==> src/rtl/mem_fill_arbiter_if.sv <==
// Cache-fill / memory bus bundle for mem_fill_arbiter.
// Cache side: ic/dc fill requests with block address, write-through store
//   request, per-requester busy/data_valid/done, shared fill_word/fill_data,
//   store acknowledge.
// Memory side: mem_enable/mem_wr/mem_addr/mem_data_out strobes out,
//   mem_data_in/mem_data_valid read returns in.
// modport master: the arbiter. modport slave: caches plus memory model.
interface mem_fill_arbiter_if;
    localparam int unsigned ADDR_W = 16;
    localparam int unsigned DATA_W = 16;
    localparam int unsigned IDX_W  = 3;

    logic              ic_req;
    logic [ADDR_W-1:0] ic_addr;
    logic              dc_req;
    logic [ADDR_W-1:0] dc_addr;
    logic              st_req;
    logic [ADDR_W-1:0] st_addr;
    logic [DATA_W-1:0] st_data;

    logic              ic_busy;
    logic              dc_busy;
    logic              ic_data_valid;
    logic              dc_data_valid;
    logic [IDX_W-1:0]  fill_word;
    logic [DATA_W-1:0] fill_data;
    logic              ic_done;
    logic              dc_done;
    logic              st_ack;

    logic              mem_enable;
    logic              mem_wr;
    logic [ADDR_W-1:0] mem_addr;
    logic [DATA_W-1:0] mem_data_out;
    logic [DATA_W-1:0] mem_data_in;
    logic              mem_data_valid;

    modport master (
        input  ic_req, ic_addr, dc_req, dc_addr, st_req, st_addr, st_data,
        input  mem_data_in, mem_data_valid,
        output ic_busy, dc_busy, ic_data_valid, dc_data_valid,
        output fill_word, fill_data, ic_done, dc_done, st_ack,
        output mem_enable, mem_wr, mem_addr, mem_data_out
    );

    modport slave (
        output ic_req, ic_addr, dc_req, dc_addr, st_req, st_addr, st_data,
        output mem_data_in, mem_data_valid,
        input  ic_busy, dc_busy, ic_data_valid, dc_data_valid,
        input  fill_word, fill_data, ic_done, dc_done, st_ack,
        input  mem_enable, mem_wr, mem_addr, mem_data_out
    );
endinterface

==> src/rtl/mem_fill_arbiter.sv <==
// Arbitrates one pipelined main memory between I-cache fills, D-cache fills
// and D-cache write-through stores. A granted fill becomes 8 word reads
// (base+0,2,..,14), one per cycle; returns are steered to the owner with a
// word index and a done pulse on the last word.
// Ports: clk, rst (sync, active high), bus (mem_fill_arbiter_if.master).
module mem_fill_arbiter #(
    parameter int unsigned MEM_LAT = 4,
    parameter int unsigned WORDS   = 8
) (
    input logic                clk,
    input logic                rst,
    mem_fill_arbiter_if.master bus
);
    localparam int unsigned CNT_W = $clog2(WORDS);
    localparam logic [CNT_W-1:0] LAST_IDX = CNT_W'(WORDS - 1);

    typedef enum logic [1:0] {IDLE, ISSUE, DRAIN, STORE} state_t;
    typedef enum logic {OWN_IC = 1'b0, OWN_DC = 1'b1} owner_t;

    state_t           state_q, state_d;
    owner_t           owner_q, owner_d;
    owner_t           rr_last_q, rr_last_d;
    logic [15:0]      base_q, base_d;
    logic [CNT_W-1:0] issue_cnt_q, issue_cnt_d;
    logic [CNT_W-1:0] ret_cnt_q, ret_cnt_d;
    logic             ic_busy_q, ic_busy_d;
    logic             dc_busy_q, dc_busy_d;
    logic             mem_enable_q, mem_enable_d;
    logic             mem_wr_q, mem_wr_d;
    logic [15:0]      mem_addr_q, mem_addr_d;
    logic [15:0]      mem_data_out_q, mem_data_out_d;
    logic             st_ack_q, st_ack_d;

    logic             grant_dc_c;
    logic             ret_valid_c;
    logic             last_ret_c;

    // State and registered outputs.
    always_ff @(posedge clk) begin
        if (rst) begin
            state_q        <= IDLE;
            owner_q        <= OWN_IC;
            rr_last_q      <= OWN_DC;
            base_q         <= '0;
            issue_cnt_q    <= '0;
            ret_cnt_q      <= '0;
            ic_busy_q      <= 1'b0;
            dc_busy_q      <= 1'b0;
            mem_enable_q   <= 1'b0;
            mem_wr_q       <= 1'b0;
            mem_addr_q     <= '0;
            mem_data_out_q <= '0;
            st_ack_q       <= 1'b0;
        end else begin
            state_q        <= state_d;
            owner_q        <= owner_d;
            rr_last_q      <= rr_last_d;
            base_q         <= base_d;
            issue_cnt_q    <= issue_cnt_d;
            ret_cnt_q      <= ret_cnt_d;
            ic_busy_q      <= ic_busy_d;
            dc_busy_q      <= dc_busy_d;
            mem_enable_q   <= mem_enable_d;
            mem_wr_q       <= mem_wr_d;
            mem_addr_q     <= mem_addr_d;
            mem_data_out_q <= mem_data_out_d;
            st_ack_q       <= st_ack_d;
        end
    end

    // Arbitration, issue sequencing and return tracking.
    always_comb begin
        state_d        = state_q;
        owner_d        = owner_q;
        rr_last_d      = rr_last_q;
        base_d         = base_q;
        issue_cnt_d    = issue_cnt_q;
        ret_cnt_d      = ret_cnt_q;
        ic_busy_d      = ic_busy_q;
        dc_busy_d      = dc_busy_q;
        mem_enable_d   = 1'b0;
        mem_wr_d       = 1'b0;
        mem_addr_d     = '0;
        mem_data_out_d = '0;
        st_ack_d       = 1'b0;
        grant_dc_c     = 1'b0;
        ret_valid_c    = 1'b0;
        last_ret_c     = 1'b0;

        unique case (state_q)
            IDLE: begin
                if (bus.ic_req || bus.dc_req) begin
                    // Fills beat stores; a fill tie goes to whoever was not served last.
                    grant_dc_c   = bus.dc_req && (!bus.ic_req || rr_last_q == OWN_IC);
                    owner_d      = grant_dc_c ? OWN_DC : OWN_IC;
                    base_d       = (grant_dc_c ? bus.dc_addr : bus.ic_addr) & 16'hFFF0;
                    ic_busy_d    = !grant_dc_c;
                    dc_busy_d    = grant_dc_c;
                    issue_cnt_d  = '0;
                    ret_cnt_d    = '0;
                    mem_enable_d = 1'b1;
                    mem_addr_d   = base_d;
                    state_d      = ISSUE;
                end else if (bus.st_req) begin
                    mem_enable_d   = 1'b1;
                    mem_wr_d       = 1'b1;
                    mem_addr_d     = bus.st_addr;
                    mem_data_out_d = bus.st_data;
                    st_ack_d       = 1'b1;
                    state_d        = STORE;
                end
            end
            ISSUE: begin
                // Word issue_cnt_q is on the bus now; queue up the next one.
                if (issue_cnt_q == LAST_IDX) begin
                    state_d = DRAIN;
                end else begin
                    issue_cnt_d  = issue_cnt_q + CNT_W'(1);
                    mem_enable_d = 1'b1;
                    // base low nibble is zero, so this never carries out of the block.
                    mem_addr_d   = base_q + 16'({issue_cnt_d, 1'b0});
                end
            end
            DRAIN: begin
            end
            STORE: begin
                state_d = IDLE;
            end
            default: begin
                state_d = IDLE;
            end
        endcase

        // Returns are only accepted while a fill is outstanding.
        if ((state_q == ISSUE || state_q == DRAIN) && bus.mem_data_valid) begin
            ret_valid_c = 1'b1;
            ret_cnt_d   = ret_cnt_q + CNT_W'(1);
            if (ret_cnt_q == LAST_IDX) begin
                last_ret_c  = 1'b1;
                ret_cnt_d   = '0;
                issue_cnt_d = '0;
                ic_busy_d   = 1'b0;
                dc_busy_d   = 1'b0;
                rr_last_d   = owner_q;
                state_d     = IDLE;
            end
        end
    end

    assign bus.ic_busy       = ic_busy_q;
    assign bus.dc_busy       = dc_busy_q;
    assign bus.mem_enable    = mem_enable_q;
    assign bus.mem_wr        = mem_wr_q;
    assign bus.mem_addr      = mem_addr_q;
    assign bus.mem_data_out  = mem_data_out_q;
    assign bus.st_ack        = st_ack_q;

    // Return path is a same-cycle pass-through to the fill owner.
    assign bus.ic_data_valid = ret_valid_c && (owner_q == OWN_IC);
    assign bus.dc_data_valid = ret_valid_c && (owner_q == OWN_DC);
    assign bus.fill_word     = ret_valid_c ? ret_cnt_q : '0;
    assign bus.fill_data     = ret_valid_c ? bus.mem_data_in : '0;
    assign bus.ic_done       = last_ret_c && (owner_q == OWN_IC);
    assign bus.dc_done       = last_ret_c && (owner_q == OWN_DC);

    // In-order fixed-latency memory: while still issuing, the return index
    // trails the issue index by exactly MEM_LAT.
    a_ret_trails_issue: assert property (@(posedge clk) disable iff (rst)
        (ret_valid_c && state_q == ISSUE) |-> (32'(issue_cnt_q) == 32'(ret_cnt_q) + MEM_LAT));
endmodule
==> src/flat_wrapper.sv <==
// flat-port wrapper written by rule: the top's interface ports become plain ports
module mem_fill_arbiter_flat 
#(
    parameter int unsigned MEM_LAT = 4,
    parameter int unsigned WORDS   = 8
)
  (clk, rst, bus_ic_req, bus_ic_addr, bus_dc_req, bus_dc_addr, bus_st_req, bus_st_addr, bus_st_data, bus_mem_data_in, bus_mem_data_valid, bus_ic_busy, bus_dc_busy, bus_ic_data_valid, bus_dc_data_valid, bus_fill_word, bus_fill_data, bus_ic_done, bus_dc_done, bus_st_ack, bus_mem_enable, bus_mem_wr, bus_mem_addr, bus_mem_data_out);
  mem_fill_arbiter_if bus_i ();
  input logic clk;
  input logic rst;
  input wire logic [$bits(bus_i.ic_req)-1:0] bus_ic_req;
  input wire logic [$bits(bus_i.ic_addr)-1:0] bus_ic_addr;
  input wire logic [$bits(bus_i.dc_req)-1:0] bus_dc_req;
  input wire logic [$bits(bus_i.dc_addr)-1:0] bus_dc_addr;
  input wire logic [$bits(bus_i.st_req)-1:0] bus_st_req;
  input wire logic [$bits(bus_i.st_addr)-1:0] bus_st_addr;
  input wire logic [$bits(bus_i.st_data)-1:0] bus_st_data;
  input wire logic [$bits(bus_i.mem_data_in)-1:0] bus_mem_data_in;
  input wire logic [$bits(bus_i.mem_data_valid)-1:0] bus_mem_data_valid;
  output wire logic [$bits(bus_i.ic_busy)-1:0] bus_ic_busy;
  output wire logic [$bits(bus_i.dc_busy)-1:0] bus_dc_busy;
  output wire logic [$bits(bus_i.ic_data_valid)-1:0] bus_ic_data_valid;
  output wire logic [$bits(bus_i.dc_data_valid)-1:0] bus_dc_data_valid;
  output wire logic [$bits(bus_i.fill_word)-1:0] bus_fill_word;
  output wire logic [$bits(bus_i.fill_data)-1:0] bus_fill_data;
  output wire logic [$bits(bus_i.ic_done)-1:0] bus_ic_done;
  output wire logic [$bits(bus_i.dc_done)-1:0] bus_dc_done;
  output wire logic [$bits(bus_i.st_ack)-1:0] bus_st_ack;
  output wire logic [$bits(bus_i.mem_enable)-1:0] bus_mem_enable;
  output wire logic [$bits(bus_i.mem_wr)-1:0] bus_mem_wr;
  output wire logic [$bits(bus_i.mem_addr)-1:0] bus_mem_addr;
  output wire logic [$bits(bus_i.mem_data_out)-1:0] bus_mem_data_out;
  assign bus_i.ic_req = bus_ic_req;
  assign bus_i.ic_addr = bus_ic_addr;
  assign bus_i.dc_req = bus_dc_req;
  assign bus_i.dc_addr = bus_dc_addr;
  assign bus_i.st_req = bus_st_req;
  assign bus_i.st_addr = bus_st_addr;
  assign bus_i.st_data = bus_st_data;
  assign bus_i.mem_data_in = bus_mem_data_in;
  assign bus_i.mem_data_valid = bus_mem_data_valid;
  assign bus_ic_busy = bus_i.ic_busy;
  assign bus_dc_busy = bus_i.dc_busy;
  assign bus_ic_data_valid = bus_i.ic_data_valid;
  assign bus_dc_data_valid = bus_i.dc_data_valid;
  assign bus_fill_word = bus_i.fill_word;
  assign bus_fill_data = bus_i.fill_data;
  assign bus_ic_done = bus_i.ic_done;
  assign bus_dc_done = bus_i.dc_done;
  assign bus_st_ack = bus_i.st_ack;
  assign bus_mem_enable = bus_i.mem_enable;
  assign bus_mem_wr = bus_i.mem_wr;
  assign bus_mem_addr = bus_i.mem_addr;
  assign bus_mem_data_out = bus_i.mem_data_out;
  mem_fill_arbiter #(.MEM_LAT(MEM_LAT), .WORDS(WORDS)) u_core (.clk(clk), .rst(rst), .bus(bus_i));
endmodule
==> config.mk <==
export PLATFORM = sky130hd
export DESIGN_NAME = mem_fill_arbiter_flat
export DESIGN_NICKNAME = d
export VERILOG_FILES = /design/src/rtl/mem_fill_arbiter_if.sv /design/src/rtl/mem_fill_arbiter.sv /design/src/flat_wrapper.sv
export SDC_FILE = /design/constraint.sdc
export NUM_CORES = 1
export LEC_CHECK = 0
export CAP_MARGIN = 20
export CORE_ASPECT_RATIO = 1.2
export CORE_MARGIN = 2
export CORE_UTILIZATION = 38
export DETAILED_ROUTE_END_ITERATION = 8
export GPL_ROUTABILITY_DRIVEN = 0
export GPL_TIMING_DRIVEN = 0
export PLACE_DENSITY = 0.87
export SYNTH_ARGS = -nofsm -noshare
export SYNTH_HDL_FRONTEND = slang
export SYNTH_SLANG_ARGS = --single-unit
export TNS_END_PERCENT = 30
==> constraint.sdc <==
create_clock -name clk -period 1.8 [get_ports clk]
set_input_delay 0.36 -clock clk [delete_from_list [all_inputs] [get_ports clk]]
set_output_delay 0.36 -clock clk [all_outputs]
set_load 0.05 [all_outputs]
==> impl_metrics.py, run 1 <==
metrics = {
    "global_route": {
        "antenna_found_initial": 0,
        "grt_max_degree": 11,
        "overflow": 0,
        "grt_use_total_pct": 22.0,
        "grt_pass1_wl_um": 12700,
        "grt_pass1_vias": 2743,
    },
    "die": {
        "num_rows": 32,
        "core_mm2": 0.00645,
        "die_w_um": 78.4,
        "die_h_um": 93.3,
        "dieArea_mm2": 0.00731,
        "pin_count": 146,
        "initial_utilization_pct": 39.1,
    },
    "logic_synthesis": {
        "synth_area_leaders": "dfxtp_1 46%, and2_1 11%, a21oi_1 6.9%",
        "yosysSeqAreaShare_pct": 46.0,
        "yosysWarningCount": 0,
        "synth_top_flop_cell": "dfxtp_1",
        "synth_cells": 280,
        "synth_top_area_cell": "dfxtp_1",
        "synth-edff-count": 0,
        "async_flop_share_pct": 0,
        "syn_area_mm2": 0.00252,
        "ys_types": 36,
        "synth_seq_cells": 58,
        "avgSynthCellArea_um2": 9.01,
        "synthDominantCellAreaShare_pct": 46.0,
        "syn_nets": 375,
    },
    "finish": {
        "regArea_mm2": 0.00116,
        "final_common_cell": "clkdlybuf4s50_1",
        "antenna_cells": 0,
        "fillers": 477,
        "drive_gt1_share_pct": 19.7,
        "multi_input_area_mm2": 0.00130,
        "area_growth_pct": 76.5,
        "final_cell_mix": "77 x clkdlybuf4s50_1, 56 x dfxtp_1, 42 x and2_1",
        "num-nets-final": 531,
        "finalInstanceArea_mm2": 0.00446,
    },
    "critical_path": {
        "cp-start-kind": "flop",
        "r2r_slack_ps": 100,
        "crit_type": "reg -> out",
        "arrival_ps": 1530,
        "rr_startpoint": "u_core.state_q[1]$_SDFF_PP0_",
        "ff2ff_path_depth": 9,
        "r2r_end": "u_core.bus.mem_addr[6]$_SDFF_PP0_",
        "critPathMaxStageDelay_ps": 340,
        "worstPathCellList": "inv_2, ha_4, and2_4, and3_4, buf_8",
        "crit_fanout": 6,
        "cp.required_ps": 1440,
        "cp_slowest_cell": "dfxtp_2",
        "end_kind": "output pin",
    },
    "timing": {
        "slew_headroom_pct": 62.8,
        "setup-violations-final": 22,
        "final.setup.worst_slack_ps": -93.0,
        "hold_viol": 0,
        "fmax_mhz": 528,
        "fin_crit_sh_pct": 105,
        "skew_ps": 11.4,
        "rsz0062_at_grt": "true",
        "worstMarginPinSlew_ps": 554,
        "finalMaxSlewViolations": 0,
        "whs_ps": 456,
        "final.setup.tns_ps": -1320,
        "min_period_ps": 1890,
    },
    "placed_design": {
        "io_buffers": 137,
        "dp_hpwl_um": 5910,
        "dpl_cell_area_mm2": 0.00400,
        "pre_cts_slack_ps": -762,
    },
    "route": {
        "drt-pass1-iter-count": 4,
        "vias": 2659,
        "avgViaCountPerCell": 5.06,
        "drtIter0Drc": 132,
        "routed_wl_um": 7960,
        "wire_per_inst_um": 15.1,
        "drtAntennaViolNets": 0,
        "drcViolationCount": 0,
    },
    "power": {
        "p_leak_nw": 2.06,
        "peakVddDrop_v": 0.000662,
        "p_per_area_mw_per_mm2": 847,
    },
    "clock_tree": {
        "clock_latency_ps": 330,
        "htree_num_levels": 3,
        "cts.clk_slew.worst_paths_ps": 70,
        "ctsLongestPathBuffers": 2,
        "cts-root-buf": "clkbuf_8",
        "clock-sinks": 58,
        "cts_tree": "done",
        "cts_buffers": 9,
        "ctsHoldBuffers": 0,
    },
    "status": {
        "outcome": "finished with violations",
        "violations": "setup timing",
    },
    "min_path": {
        "min_to": "u_core.base_q[12]$_SDFFE_PP0P_",
        "hold_class": "reg -> reg",
        "hold_path.startpoint": "u_core.base_q[12]$_SDFFE_PP0P_",
        "min_path_cells": 2,
    },
    "run": {
        "drv_cap": 0,
    },
}
-- stage by stage --
| step | instances | util (%) | power, mW |
|---|---|---|---|
| global route | 526 | 69.1 | 3.93 |
| finish | 526 | 69.1 | 3.78 |
| CTS | 525 | 68.2 | 3.78 |
| global placement | 502 | 62.1 | 2.35 |
| floorplan | 280 | - | 1.97 |
| detailed placement | 502 | 62.1 | 2.37 |
-- kinds of logic after synthesis --
kind of cell             count (synthesis)  share of synthesized area, %
AND/OR/NAND/NOR                        108                          24.5
AO/OA/AOI/OAI                           74                          18.9
flip-flops                              58                          46.0
buffers and inverters                   30                          5.70
adder cells (fa/ha/maj)                  9                          4.46
multiplexers                             1                         0.446
-- state kept, by name, summed over array words and instances (netlist names) --
signal                   count
u_core.bus.mem_addr         16
u_core.bus.mem_data_out     16
u_core.base_q               12
u_core.issue_cnt_q           3
u_core.ret_cnt_q             3
u_core.state_q               2
u_core.bus.dc_busy           1
u_core.bus.ic_busy           1
u_core.bus.mem_enable        1
u_core.bus.mem_wr            1
u_core.owner_q               1
u_core.rr_last_q             1
-- Yosys cell counts (2+ instances only) --
| cell | n |
|---|---|
| a22oi_1 | 15 |
| nand2_1 | 21 |
| nand2b_1 | 3 |
| buf_1 | 2 |
| buf_2 | 6 |
| a32oi_1 | 12 |
| clkbuf_1 | 9 |
| nand3_1 | 3 |
| inv_1 | 7 |
| nor2_1 | 9 |
| dfxtp_1 | 58 |
| ha_1 | 9 |
| and3_1 | 21 |
| and2_1 | 43 |
| o21ai_0 | 3 |
| o31ai_1 | 2 |
| a21oi_1 | 35 |
| buf_4 | 4 |
-- report_power, final --
group          leakage, nW  total [mW]  internal [mW]  switching [mW]
Sequential           0.474        1.40           1.36          0.0350
Clock                0.117        1.35          0.856           0.495
Combinational         1.47        1.03          0.464           0.564
Total                 2.06        3.78           2.68            1.09
-- area by class of cell --
type                            count  area share, %
Tap cell                           85           2.39
Buffer                             23           3.20
Clock inverter                      4           1.66
Sequential cell                    58           26.1
Timing Repair Buffer              145           33.4
Multi-Input combinational cell    192           29.2
Clock buffer                       12           3.48
Inverter                            7          0.590
-- worst max-delay path by stage --
stage | start | end | slack [ps] | cells after the start
after floorplan | u_core.state_q[0]$_SDFF_PP0_ | bus_ic_data_valid | -20 | 4
after detailed placement | bus_mem_data_valid | bus_fill_data[8] | -760 | 4
after global placement | bus_mem_data_valid | bus_fill_data[8] | -720 | 4
after global routing | u_core.state_q[0]$_SDFF_PP0_ | bus_fill_data[8] | -140 | 5
after CTS | u_core.state_q[0]$_SDFF_PP0_ | bus_fill_data[8] | -110 | 5
final | u_core.state_q[0]$_SDFF_PP0_ | bus_dc_done | -90 | 5
-- routing by layer --
metal | global-route usage (%) | wire length, µm
met5 | 0 | 0
met3 | 7.34 | 735
met2 | 40.4 | 4110
met4 | 8.77 | 89
met1 | 23.0 | 3020
-- worst max-delay path: cells and delay by family (launching register included) --
kind          cells  cell delay, ps
simple gates      2             370
buf+inv           2             190
fa+ha+maj         1             300
flops             1             340
-- repair_timing --
item	4_1_cts	5_1_grt
setup endpoints to repair	54	52
pin swaps	6	1
setup buffers	6	1
resized for setup	224	20
gates cloned	1	0
Note: power is estimated with default switching activity, not from simulation.
==> run 2, diff against run 1 <==
--- a/config.mk
+++ b/config.mk
@@ -5,10 +5,11 @@
 export SDC_FILE = /design/constraint.sdc
 export NUM_CORES = 1
 export LEC_CHECK = 0
-export CAP_MARGIN = 20
+export CAP_MARGIN = 10
 export CORE_ASPECT_RATIO = 1.2
 export CORE_MARGIN = 2
 export CORE_UTILIZATION = 38
+export CTS_BUF_LIST = sky130_fd_sc_hd__clkbuf_16
 export DETAILED_ROUTE_END_ITERATION = 8
 export GPL_ROUTABILITY_DRIVEN = 0
 export GPL_TIMING_DRIVEN = 0
==> constraint.sdc (replaced) <==
create_clock -name clk -period 1.8 [get_ports clk]
set_input_delay 0.36 -clock clk [delete_from_list [all_inputs] [get_ports clk]]
set_output_delay 0.36 -clock clk [all_outputs]
set_load 0.02 [all_outputs]
==> run 2 against run 1 <==
  * The run still ends with setup timing left
  * Highest routed layer unchanged
  * Critical endpoint unchanged
  * Power increased by 6.2%
  * Clock power increased by 30%
  * Critical path depth unchanged
  * Die area unchanged
==> impl_metrics.py, run 2 (synthesis results as in run 1) <==
metrics = {
    "status": {
        "outcome": "finished with violations",
        "violations": "setup timing",
    },
    "route": {
        "avgViaCountPerCell": 4.94,
        "wire_per_inst_um": 14.8,
        "drtIter0Drc": 134,
        "drt-pass1-iter-count": 4,
        "drtAntennaViolNets": 0,
        "drcViolationCount": 0,
        "vias": 2590,
        "routed_wl_um": 7760,
    },
    "timing": {
        "whs_ps": 455,
        "finalMaxSlewViolations": 0,
        "slew_headroom_pct": 64.5,
        "rsz0062_at_grt": "true",
        "hold_viol": 0,
        "worstMarginPinSlew_ps": 529,
        "min_period_ps": 1840,
        "fmax_mhz": 544,
        "skew_ps": 7.47,
        "final.setup.tns_ps": -219,
        "setup-violations-final": 21,
        "final.setup.worst_slack_ps": -39.2,
        "fin_crit_sh_pct": 102,
    },
    "placed_design": {
        "dp_hpwl_um": 5600,
        "io_buffers": 137,
        "pre_cts_slack_ps": -560,
    },
    "clock_tree": {
        "cts.clk_slew.worst_paths_ps": 50,
        "cts_tree": "done",
        "ctsHoldBuffers": 0,
        "clock-sinks": 58,
        "clock_latency_ps": 320,
        "htree_num_levels": 3,
        "cts_buffers": 9,
        "ctsLongestPathBuffers": 2,
        "cts-root-buf": "clkbuf_16",
    },
    "global_route": {
        "grt_pass1_vias": 2676,
        "overflow": 0,
        "grt_pass1_wl_um": 12600,
        "antenna_found_initial": 0,
        "grt_use_total_pct": 21.7,
        "grt_max_degree": 11,
    },
    "finish": {
        "final_cell_mix": "114 x clkdlybuf4s50_1, 56 x dfxtp_1, 42 x and2_1",
        "drive_gt1_share_pct": 17.5,
        "num-nets-final": 529,
        "final_util_pct": 69.1,
        "antenna_cells": 0,
        "area_growth_pct": 76.4,
        "final_common_cell": "clkdlybuf4s50_1",
    },
    "critical_path": {
        "rr_startpoint": "u_core.state_q[0]$_SDFF_PP0_",
        "cp-start-kind": "flop",
        "end_kind": "output pin",
        "r2r_end": "u_core.bus.mem_addr[14]$_SDFF_PP0_",
        "ff2ff_path_depth": 7,
        "cp.required_ps": 1440,
        "crit_type": "reg -> out",
        "arrival_ps": 1480,
        "r2r_slack_ps": 90,
        "crit_fanout": 5,
    },
    "die": {
        "die_w_um": 78.4,
        "die_h_um": 93.3,
        "pin_count": 146,
        "initial_utilization_pct": 39.1,
        "core_mm2": 0.00645,
        "dieArea_mm2": 0.00731,
        "num_rows": 32,
    },
    "min_path": {
        "hold_class": "reg -> reg",
        "hold_path.startpoint": "u_core.base_q[6]$_SDFFE_PP0P_",
        "min_path_cells": 2,
        "min_to": "u_core.base_q[6]$_SDFFE_PP0P_",
    },
    "power": {
        "p_leak_nw": 1.81,
        "p_per_area_mw_per_mm2": 901,
        "peakVddDrop_v": 0.000558,
        "p_total_mw": 4.01,
    },
    "run": {
        "drv_cap": 0,
    },
}
## run 2: changes by cell type in the layout (fill, tap and decap cells not counted), sizes merged
cell and change:
buf -1, clkbuf -4, dlygate4sd2 -29, dlymetal6s2s -8, clkinv +2, clkdlybuf4s50 +37, inv +1
## run 2: area by class of cell
type / instances / area [µm²]
buffer: 23 / 145
clock buffer: 9 / 225
multi-input combinational: 192 / 1280
sequential: 58 / 1160
fill: 511 / 1990
tap: 85 / 106
timing repair buffer: 143 / 1420
clock inverter: 7 / 85.1
inverter: 7 / 26.3
## run 2: worst max path at each step
stage,slack (ps),depth (start not counted),from,end
after global routing,-90,6,u_core.state_q[1]$_SDFF_PP0_,bus_ic_done
after global placement,-520,4,bus_mem_data_valid,bus_dc_data_valid
after detailed placement,-560,4,bus_mem_data_valid,bus_fill_data[11]
after CTS,-40,6,u_core.state_q[1]$_SDFF_PP0_,bus_ic_done
final,-40,5,u_core.state_q[1]$_SDFF_PP0_,bus_dc_done
after floorplan,190,5,u_core.state_q[0]$_SDFF_PP0_,bus_ic_done
## run 2: metrics by stage
stage	cells	cell area, µm²
finish	524	4450
global route	524	4450
CTS	523	4400
detailed placement	502	4000
global placement	502	4000
floorplan	280	2520
## run 2: metal layers
metal / vias to the layer above / global-route usage [%] / wire length (µm)
met5: - / 0 / 0
met4: 0 / 5.70 / 65
met3: 6 / 7.82 / 728
met2: 119 / 40.4 / 3950
met1: 1176 / 23.0 / 3020
li1: 1289 / - / -
## run 2: power breakdown
part	internal (mW)	switching, mW
Sequential	1.36	0.0353
Clock	1.19	0.554
Combinational	0.460	0.402
## run 2: critical path: stages, from the launching register on
cell,delay [ps]
dfxtp_2,340
inv_2,50
ha_4,290
and2_4,170
and3_4,200
buf_6,110
## run 2: repair_timing
item	4_1_cts	5_1_grt
resized for setup	146	15
hold endpoints to repair	0	0
setup endpoints to repair	23	34
pin swaps	2	2
setup buffers	5	1
==> run 3, diff against run 2 <==
--- a/config.mk
+++ b/config.mk
@@ -6,7 +6,6 @@
 export NUM_CORES = 1
 export LEC_CHECK = 0
 export CAP_MARGIN = 10
-export CORE_ASPECT_RATIO = 1.2
 export CORE_MARGIN = 2
 export CORE_UTILIZATION = 38
 export CTS_BUF_LIST = sky130_fd_sc_hd__clkbuf_16
==> run 3 against run 2 <==
  * The flow still finishes with violations (setup timing)
  * Utilization shrank 0.78 points
  * Sequential share of layout area grew 0.55 points
  * Setup slack lost 3.7 ps
  * Combinational power shrank 2%
  * Via count grew 1.0%
  * Flip-flop and latch count is the same
  * Register-to-register slack lost 30 ps
  * Fmax shrank 0.20%
  * Power shrank 3.8%
  * Sequential power is essentially flat
  * Highest routed layer unchanged
==> impl_metrics.py, run 3 (synthesis results as in run 1) <==
metrics = {
    "critical_path": {
        "ff2ff_path_depth": 7,
        "arrival_ps": 1480,
        "r2r_end": "u_core.bus.mem_addr[15]$_SDFF_PP0_",
        "crit_end": "bus_dc_done",
        "worstPathCellList": "inv_2, ha_4, and2_4, and3_4, buf_6",
        "cp.required_ps": 1440,
        "crit_start": "u_core.state_q[0]$_SDFF_PP0_",
        "rr_startpoint": "u_core.state_q[0]$_SDFF_PP0_",
        "critPathMaxStageDelay_ps": 340,
        "path_depth": 5,
        "cp-start-kind": "flop",
        "end_kind": "output pin",
        "critPathBufInv": 2,
        "cp_slowest_cell": "dfxtp_2",
        "crit_type": "reg -> out",
        "crit_family": "simple AND/OR/NAND/NOR gates",
        "r2r_slack_ps": 60,
        "crit_fanout": 5,
    },
    "route": {
        "drt-pass1-iter-count": 5,
        "drtIter0Drc": 132,
        "drcViolationCount": 0,
        "avgViaCountPerCell": 5.08,
        "wire_per_inst_um": 15.6,
        "routed_wl_um": 8020,
        "drtAntennaViolNets": 0,
        "vias": 2616,
    },
    "clock_tree": {
        "clock_latency_ps": 320,
        "cts.clk_slew.worst_paths_ps": 50,
        "clock-sinks": 58,
        "cts_tree": "done",
        "ctsLongestPathBuffers": 2,
        "cts-root-buf": "clkbuf_16",
        "cts_buffers": 9,
        "htree_num_levels": 3,
        "ctsHoldBuffers": 0,
    },
    "finish": {
        "final_cell_mix": "114 x clkdlybuf4s50_1, 56 x dfxtp_1, 42 x and2_1",
        "final_util_pct": 68.3,
        "finalInstanceArea_mm2": 0.00436,
        "num-nets-final": 528,
        "area_growth_pct": 72.8,
        "antenna_cells": 0,
        "drive_gt1_share_pct": 17.4,
        "final_common_cell": "clkdlybuf4s50_1",
    },
    "status": {
        "outcome": "finished with violations",
        "violations": "setup timing",
    },
    "die": {
        "die_h_um": 85.5,
        "pin_count": 146,
        "dieArea_mm2": 0.00731,
        "initial_utilization_pct": 39.5,
        "num_rows": 29,
        "die_w_um": 85.5,
        "core_mm2": 0.00639,
    },
    "timing": {
        "rsz0062_at_grt": "true",
        "setup-violations-final": 22,
        "hold_viol": 0,
        "fmax_mhz": 543,
        "final.setup.worst_slack_ps": -43.0,
        "finalMaxSlewViolations": 0,
        "min_period_ps": 1840,
        "slew_headroom_pct": 60.2,
        "final.setup.tns_ps": -285,
        "worstMarginPinSlew_ps": 594,
        "skew_ps": 4.43,
        "fin_crit_sh_pct": 102,
    },
    "power": {
        "p_per_area_mw_per_mm2": 885,
        "p_leak_nw": 1.80,
        "peakVddDrop_v": 0.000618,
    },
    "global_route": {
        "grt_pass1_vias": 2776,
        "overflow": 0,
        "grt_max_degree": 11,
        "antenna_found_initial": 0,
        "grt_use_total_pct": 21.6,
        "grt_pass1_wl_um": 12500,
    },
    "min_path": {
        "hold_class": "reg -> reg",
    },
    "run": {
        "drv_cap": 0,
    },
    "placed_design": {
        "io_buffers": 137,
        "dp_hpwl_um": 5730,
        "dpl_cell_area_mm2": 0.00399,
    },
}
==> run 3: cell types whose count changed in the layout (fill, tap and decap cells not counted), sizes merged <==
| cell | change |
|---|---|
| bufinv | -1 |
| buf | -3 |
| clkbuf | +2 |
| inv | -1 |
| clkinvlp | +1 |
| clkinv | +1 |
==> run 3: layout make-up <==
cell class	count	area, µm²
plain buffers	23	146
clock buffers	9	225
clock inverters	7	60.1
fillers	490	2030
inverters	7	26.3
multi-input cells	192	1260
flip-flops and latches	58	1160
well taps	77	96.3
repair buffers	142	1380
==> run 3: report_power, final <==
part	switching, mW	internal, mW
registers	0.0354	1.36
logic	0.404	0.442
clock network	0.562	1.05
total	1.00	2.86
==> run 3: through the flow <==
stage	hold slack (ps)	power [mW]	setup WS [ps]	instances
after floorplan	436	1.82	188	280
after CTS	453	3.87	-26.9	514
final	454	3.86	-43.0	515
after global routing	482	4.02	-93.6	515
after global placement	441	2.19	-508	494
after detailed placement	448	2.22	-553	494
==> run 3: worst min-delay path by stage <==
stage	startpoint	end	slack (ps)	cells after the start
after CTS	u_core.base_q[15]$_SDFFE_PP0P_	u_core.base_q[15]$_SDFFE_PP0P_	450	2
after floorplan	u_core.base_q[10]$_SDFFE_PP0P_	u_core.base_q[10]$_SDFFE_PP0P_	440	2
after global routing	u_core.base_q[12]$_SDFFE_PP0P_	u_core.base_q[12]$_SDFFE_PP0P_	480	2
final	u_core.base_q[15]$_SDFFE_PP0P_	u_core.base_q[15]$_SDFFE_PP0P_	450	2
after detailed placement	u_core.base_q[15]$_SDFFE_PP0P_	u_core.base_q[15]$_SDFFE_PP0P_	450	2
after global placement	u_core.base_q[15]$_SDFFE_PP0P_	u_core.base_q[15]$_SDFFE_PP0P_	440	2
==> run 3: worst register-to-register path: stages (launching register included) <==
cell and delay, ps:
dfxtp_2 330, buf_4 140, ha_1 190, clkbuf_2 190
and2b_2 290, clkbuf_4 210, a22oi_1 170, a21oi_1 100
==> run 3: timing repair <==
| action | in CTS | in global routing |
|---|---|---|
| pin swaps | 2 | 2 |
| resized for setup | 139 | 10 |
| setup endpoints to repair | 23 | 42 |
| setup buffers | 4 | 1 |
==> run 3: metal layers <==
layer | routed length (µm) | GRT usage [%]
met1 | 3100 | 23.4
met2 | 4150 | 38.1
met3 | 712 | 9.14
met4 | 61 | 7.07
met5 | 0 | 0
